<file path="src/rtl/gain_relay_scheduler.sv">
// Front-end gain relay scheduler: arbitrates between the auto-gain loop and a
// host override, then sequences each relay change through settle (ADC blanked)
// and a minimum dwell before the next non-urgent switch.
module gain_relay_scheduler #(
  parameter int         SETTLE_CYCLES = 200000,
  parameter int         DWELL_CYCLES  = 2000000,
  parameter int         CNT_W         = 24,
  parameter logic [1:0] INIT_GAIN     = 2'd0
) (
  input  logic       clk,
  input  logic       rst,
  input  logic       manual_en,
  input  logic       manual_req,
  input  logic [1:0] manual_gain,
  input  logic       auto_req,
  input  logic [1:0] auto_gain,
  input  logic       auto_urgent,
  output logic       manual_ack,
  output logic       auto_ack,
  output logic [1:0] relay_ctrl,
  output logic       blank,
  output logic       gain_valid,
  output logic       busy
);

  typedef enum logic [1:0] {IDLE, SETTLE, DWELL} state_t;

  localparam logic [CNT_W-1:0] SETTLE_LOAD = CNT_W'(SETTLE_CYCLES - 1);
  localparam logic [CNT_W-1:0] DWELL_LOAD  = CNT_W'(DWELL_CYCLES - 1);

  state_t           state_q, state_d;
  logic [CNT_W-1:0] cnt_q, cnt_d;
  logic [1:0]       relay_q, relay_d;
  logic             blank_q, blank_d;
  logic             valid_q, valid_d;
  logic             busy_q, busy_d;
  logic             mack_q, mack_d;
  logic             aack_q, aack_d;

  // Only one requester is eligible at a time; the host wins while manual_en is set.
  logic       elig_req;
  logic [1:0] elig_gain;
  logic       urgent_down;

  assign elig_req    = manual_en ? manual_req : auto_req;
  assign elig_gain   = manual_en ? manual_gain : auto_gain;
  // Overvoltage may cut dwell short, but only to step gain down.
  assign urgent_down = !manual_en && auto_req && auto_urgent && (auto_gain < relay_q);

  // Next-state and registered-output logic.
  always_comb begin
    state_d = state_q;
    cnt_d   = cnt_q;
    relay_d = relay_q;
    blank_d = blank_q;
    valid_d = valid_q;
    busy_d  = busy_q;
    mack_d  = 1'b0;
    aack_d  = 1'b0;
    unique case (state_q)
      IDLE: begin
        if (elig_req) begin
          mack_d = manual_en;
          aack_d = !manual_en;
          if (elig_gain != relay_q) begin
            relay_d = elig_gain;
            blank_d = 1'b1;
            valid_d = 1'b0;
            busy_d  = 1'b1;
            cnt_d   = SETTLE_LOAD;
            state_d = SETTLE;
          end
        end
      end
      SETTLE: begin
        if (cnt_q == '0) begin
          blank_d = 1'b0;
          valid_d = 1'b1;
          cnt_d   = DWELL_LOAD;
          state_d = DWELL;
        end else begin
          cnt_d = cnt_q - 1'b1;
        end
      end
      DWELL: begin
        if (urgent_down) begin
          aack_d  = 1'b1;
          relay_d = auto_gain;
          blank_d = 1'b1;
          valid_d = 1'b0;
          busy_d  = 1'b1;
          cnt_d   = SETTLE_LOAD;
          state_d = SETTLE;
        end else if (cnt_q == '0) begin
          busy_d  = 1'b0;
          state_d = IDLE;
        end else begin
          cnt_d = cnt_q - 1'b1;
        end
      end
      default: begin
        state_d = SETTLE;
        cnt_d   = SETTLE_LOAD;
        blank_d = 1'b1;
        valid_d = 1'b0;
        busy_d  = 1'b1;
      end
    endcase
  end

  // State registers; reset forces a fresh settle at the initial gain.
  always_ff @(posedge clk or posedge rst) begin
    if (rst) begin
      state_q <= SETTLE;
      cnt_q   <= SETTLE_LOAD;
      relay_q <= INIT_GAIN;
      blank_q <= 1'b1;
      valid_q <= 1'b0;
      busy_q  <= 1'b1;
      mack_q  <= 1'b0;
      aack_q  <= 1'b0;
    end else begin
      state_q <= state_d;
      cnt_q   <= cnt_d;
      relay_q <= relay_d;
      blank_q <= blank_d;
      valid_q <= valid_d;
      busy_q  <= busy_d;
      mack_q  <= mack_d;
      aack_q  <= aack_d;
    end
  end

  assign manual_ack = mack_q;
  assign auto_ack   = aack_q;
  assign relay_ctrl = relay_q;
  assign blank      = blank_q;
  assign gain_valid = valid_q;
  assign busy       = busy_q;

endmodule

</file>
<file path="config.mk">
export PLATFORM = sky130hd
export DESIGN_NAME = gain_relay_scheduler
export DESIGN_NICKNAME = d
export VERILOG_FILES = /design/src/rtl/gain_relay_scheduler.sv
export SDC_FILE = /design/constraint.sdc
export NUM_CORES = 1
export LEC_CHECK = 0
export CAP_MARGIN = 0
export CORE_MARGIN = 4
export CORE_UTILIZATION = 30
export CTS_CLUSTER_SIZE = 10
export DETAILED_ROUTE_END_ITERATION = 7
export PLACE_DENSITY = 0.45
export SYNTH_ARGS = -nofsm -noshare
export SYNTH_HDL_FRONTEND = slang
export SYNTH_SLANG_ARGS = --single-unit
export TNS_END_PERCENT = 30
</file>
<file path="constraint.sdc">
create_clock -name clk -period 3.4 [get_ports clk]
set_input_delay 0.51 -clock clk [delete_from_list [all_inputs] [get_ports clk]]
set_output_delay 0.51 -clock clk [all_outputs]
set_load 0.005 [all_outputs]
</file>
Yosys cells after proc, flatten, opt, wreduce, memory -nomap -nowiden
Cells that the tools add are included.
{"block": "op_classes", "n_bitwise": 1, "addsub": 1, "n_lt_le_gt_ge": 1, "n_reduce_logical": 12, "eq_ne": 9, "muxes": 35}
{"operator": "$mux 24", "count": 5}
{"operator": "$pmux 24 s3", "count": 1}
{"operator": "$logic_not 24->1", "count": 1}
{"operator": "$sub 24x1->24 const B", "count": 1}
{"operator": "$mux 2", "count": 9}
{"operator": "$reduce_and 4->1", "count": 4}
{"operator": "$mux 1", "count": 14}
{"operator": "$pmux 1 s3", "count": 3}
{"operator": "$ne 2x2->1 const B", "count": 4}
{"operator": "$ne 3x3->1 const B", "count": 2}
{"operator": "$pmux 2 s3", "count": 1}
{"operator": "$pmux 2 s2", "count": 1}
{"operator": "$logic_and 1x1->1", "count": 3}
{"operator": "$reduce_and 3->1", "count": 1}
{"operator": "$eq 2x1->1 const B", "count": 1}
{"operator": "$eq 2x2->1 const B", "count": 1}
{"operator": "$logic_not 2->1", "count": 1}
{"operator": "$lt 2x2->1", "count": 1}
{"operator": "$ne 2x2->1", "count": 1}
{"operator": "$pmux 1 s2", "count": 1}
{"operator": "$reduce_bool 2->1", "count": 1}
{"operator": "$logic_not 1->1", "count": 1}
{"operator": "$not 1->1", "count": 1}
{"block": "word_totals", "word_cells": 67, "in_bits": 10, "reg_bits": 33}

Logic depth before layout (Yosys ltp)
Gate-level depths: netlist of the first run.
{"block": "depth", "ltp_word": 6, "mapped_depth": 9, "mapped_depth_nobuf": 8}

Least setup slack after synthesis of the first run
Ideal clock, no wire load.
{"block": "synth_timing", "path_type": "reg-to-reg", "startpoint": "register cnt_q[9]", "endpoint": "register cnt_q[18]", "t_required_ns": 3.274, "path_slack_ns": 0.921, "stages_incl_launch_ff": 9, "path_buffers": 2, "t_arrival_ns": 2.353, "synth_period_minus_slack_ns": 2.479, "path_cell_list": "dfrtp_1 -> or4_1 -> buf_2 -> or4_4 -> nor4_4 -> a21oi_1 -> buf_2 -> a21oi_1 -> a21oi_1"}
{"block": "synth_between", "elab_chain_len": 4, "word_cells_on_any_way": 8}
{"element": "start: declaration", "line_no": "32", "rtl": "logic [CNT_W-1:0] cnt_q, cnt_d;"}
{"element": "start signal: assignment", "line_no": "124", "rtl": "cnt_q <= cnt_d;"}
{"element": "$sub 24x1->24", "line_no": "82, 98"}
{"element": "$mux 24", "line_no": "94", "rtl": "end else if (cnt_q == '0) begin"}
{"element": "$mux 24", "line_no": "86", "rtl": "if (urgent_down) begin"}
{"element": "$pmux 24 s3", "line_no": "60", "rtl": "unique case (state_q)"}
Several ways; a longest one is shown, not always the timed one. The select of a mux whose other input is x is not followed.
A chain may end at the register's enable or synchronous reset.

Final worst setup path of the first run
{"block": "layout_timing", "startpoint": "input auto_gain[1]", "endpoint": "register cnt_q[20]"}
{"block": "layout_between", "elab_chain_len": 4, "word_cells_on_any_way": 9}
{"element": "start: declaration", "line_no": "16", "rtl": "input logic [1:0] auto_gain,"}
{"element": "$lt 2x2->1 / $mux 2 (equally long branches)", "line_no": "48, 46"}
{"element": "$logic_and 1x1->1 / $ne 2x2->1 (equally long branches)", "line_no": "48, 65"}
{"element": "$ne 3x3->1 (no line) (tied with other cells)"}
{"element": "$reduce_and 3->1 (no line) / $pmux 24 s3 (equally long branches)"}
Several ways; a longest one is shown, not always the timed one.

==> flow_metrics.py, run 1 <==
metrics = {
    "placed_design": {
        "place_congestion": 0.796,
        "dp_hpwl_um": 4030,
        "port_buffers": 16,
        "place_inst": 341,
    },
    "clock_network": {
        "clockBufferDepth": 2,
        "cts-resized-gates": 0,
        "cts_tree": "yes",
        "insertion_delay_ns": 0.29,
        "cts-root-buf": "clkbuf_8",
        "holdBufCountCts": 0,
        "h-tree-depth": 2,
        "clkTransAtPathRegs_ns": 0.08,
        "clock-sinks": 33,
        "cts_buffers": 5,
        "cts_setup_buffers": 0,
    },
    "route": {
        "via_per_inst": 5.22,
        "via_count": 1823,
        "postRouteWirelength_um": 5530,
        "wl_per_cell_um": 15.8,
        "drtPass1Iterations": 5,
        "ant_nets": 0,
        "route.met2.wl_um": 2390,
        "highest_layer": "met4",
        "drt_iter0_drc": 79,
        "wl_met3_um": 237,
        "wl_met1_um": 2780,
        "drc": 0,
    },
    "worst_setup_path": {
        "cp_max_fo": 14,
        "critPathLaunchType": "input pin",
        "worstSetupPathType": "input pin to register",
        "cp_top_family": "compound AO/OA/AOI/OAI gates",
        "worstPathRequired_ns": 3.62,
        "crit_buf_inv": 1,
        "path_cells": "clkdlybuf4s50_1, ha_1, nor4bb_1, o21a_1, nor4_4, a21oi_1, o21ai_0, a2bb2oi_1",
        "critPathMaxStageDelay_ns": 0.80,
        "worst_ep_arrival_time_ns": 3.13,
        "cp-end-kind": "register",
        "critPathSlowestCell": "a21oi_1",
    },
    "floorplan": {
        "start_util": 0.310,
        "die_x_um": 91.8,
        "dieArea_sq_um": 8430,
        "io_pins": 17,
        "coreArea_sq_um": 6790,
        "rows": 30,
        "die_y_um": 91.8,
    },
    "power_and_ir_drop": {
        "swShare": 0.391,
        "p_int_mw": 1.08,
        "seq_power_share": 0.357,
        "ir_drop_mv": 0.234,
        "p_comb_frac": 0.421,
        "cellLeakagePower_nw": 0.996,
        "power.density_nw_per_um2": 715,
        "p_switching_mw": 0.695,
        "clockPowerShare": 0.222,
    },
    "finish": {
        "drive_above_1_share": 0.158,
        "nets": 268,
        "syn_to_final_growth_pct": 17.9,
        "final_common_cell": "a21oi_1",
        "n_fill_cell": 707,
        "stdcell_count": 349,
        "ff_latch_area_sq_um": 843,
        "n_antenna_cell": 0,
        "final_cell_mix": "a21oi_1, dfrtp_1, clkdlybuf4s50_1",
        "multi_input_area_sq_um": 1170,
    },
    "global_route": {
        "grt_start_max_net_pins": 25,
        "grt_use_total": 0.142,
        "antenna_found_initial": 0,
        "grt_pass1_vias": 1819,
        "overflow": 0,
        "grt_pass1_wl_um": 9480,
    },
    "synthesis": {
        "syn_inst": 233,
        "synth.top_cells.by_area": "dfrtp_1, dfstp_2, a21oi_1, o22a_1, ha_1",
        "synth_flop_cell": "dfrtp_1",
        "ys_types": 53,
        "ys_ff_latch": 33,
        "ys_seq_area_frac": 0.400,
        "yosys.area.top_type_share": 0.226,
        "yosys_warnings": 0,
        "synth_top_area_cell": "dfrtp_1",
        "syn_avg_cell_area_sq_um": 9.04,
        "syn_area_sq_um": 2110,
        "synth_edf_count": 0,
        "syn_nets": 249,
        "async_flop_share": 1.00,
    },
    "sta": {
        "fmax_mhz": 343,
        "post-route-period-util": 0.857,
        "maxSlewViolCount": 0,
        "finalCriticalPeriod_ns": 2.91,
        "setup_viol": 0,
        "hold_violations": 0,
        "slew_headroom": 0.308,
        "skew_ns": 0.00964,
        "finalSetupTns_ns": 0,
        "rsz0062_at_grt": "false",
        "worst-slew-pin-transition_ns": 1.04,
    },
    "flow_run": {
        "maxCapViolations": 0,
    },
    "outcome": {
        "outcome": "completed",
    },
    "min_path": {
        "hold_path_class": "register to register",
    },
}
-- final timing paths --
check | cells after the start | end | startpoint | slack, ns
worst max-delay path | 8 | cnt_q[20] | auto_gain[1] | 0.49
worst min-delay path | 2 | busy | busy | 0.47
worst max register to register | 6 | cnt_q[22] | cnt_q[9] | 0.56
worst min register to register | 2 | busy | busy | 0.47
max in group asynchronous | 3 | cnt_q[16] | rst | 2.02
min in group asynchronous | 2 | auto_ack | rst | 0.62
-- synthesized netlist by cell type, drive strengths merged (4+ instances only) --
| master | instances |
|---|---|
| a21oi | 36 |
| dfrtp | 19 |
| dfstp | 14 |
| nand2 | 14 |
| nor2 | 14 |
| inv | 13 |
| o22a | 10 |
| o21ai | 9 |
| nor3 | 8 |
| or3 | 8 |
| nor4 | 7 |
| ha | 6 |
| or4 | 6 |
| a31o | 5 |
| buf | 5 |
| or2 | 5 |
| a31oi | 4 |
| o21a | 4 |
-- kinds of logic after synthesis --
family	synth area share
adders and majority gates	0.0356
DFF	0.400
xor gates and xnor gates	0.0125
AOI/OAI and AO/OA	0.273
muxes	0.00950
buffers and inverters	0.0463
and+or+nand+nor	0.223
-- sequential cells by signal, indices dropped and copies added (netlist names) --
register / flops
blank: 1
auto_ack: 1
cnt_q: 24
state_q: 2
manual_ack: 1
busy: 1
relay_ctrl: 2
gain_valid: 1
-- stage by stage --
step	area (sq um)	hold slack, ns	utilization	setup WS [ns]	power [mW]
floorplan	2110	0.454	-	0.921	1.19
global placement	2370	0.456	0.349	0.219	1.40
detailed placement	2370	0.466	0.349	0.232	1.39
CTS	2480	0.478	0.366	0.525	1.80
global route	2480	0.509	0.366	0.198	1.91
finish	2480	0.473	0.366	0.487	1.78
-- layout make-up --
class                           instances  area share
Tap cell                               96      0.0483
Timing Repair Buffer                   20      0.0765
Clock inverter                          1      0.0121
Clock buffer                            7      0.0347
Inverter                               13      0.0196
Multi-Input combinational cell        179       0.469
Sequential cell                        33       0.339
-- power by group through the flow --
stage          Clock (mW)  Sequential (mW)  Combinational [mW]
4_1_cts             0.408            0.631               0.759
3_5_place_dp            0            0.636               0.757
2_1_floorplan           0            0.609               0.578
5_1_grt             0.419            0.650               0.845
3_3_place_gp            0            0.640               0.762
6_report            0.394            0.634               0.748
-- per-layer routing --
| layer | global-route usage | vias up |
|---|---|---|
| met5 | 0 | - |
| met4 | 0.0582 | 0 |
| met3 | 0.0304 | 10 |
| met2 | 0.216 | 44 |
| met1 | 0.195 | 859 |
| li1 | - | 910 |
-- tightest hold or removal path: stages (launching register included) --
cell and delay, ns:
dfstp_2 0.37, inv_1 0.04, o22ai_1 0.05
Power figures use the tool's default switching activity.
==> run 2: changes to the inputs <==
--- a/config.mk
+++ b/config.mk
@@ -10,7 +10,9 @@
 export CORE_UTILIZATION = 30
 export CTS_CLUSTER_SIZE = 10
 export DETAILED_ROUTE_END_ITERATION = 7
+export GPL_ROUTABILITY_DRIVEN = 0
 export PLACE_DENSITY = 0.45
+export SKIP_LAST_GASP = 1
 export SYNTH_ARGS = -nofsm -noshare
 export SYNTH_HDL_FRONTEND = slang
 export SYNTH_SLANG_ARGS = --single-unit
==> results of run 2 <==
Same layout as run 1: the final DEF is identical, and so are final timing and power.
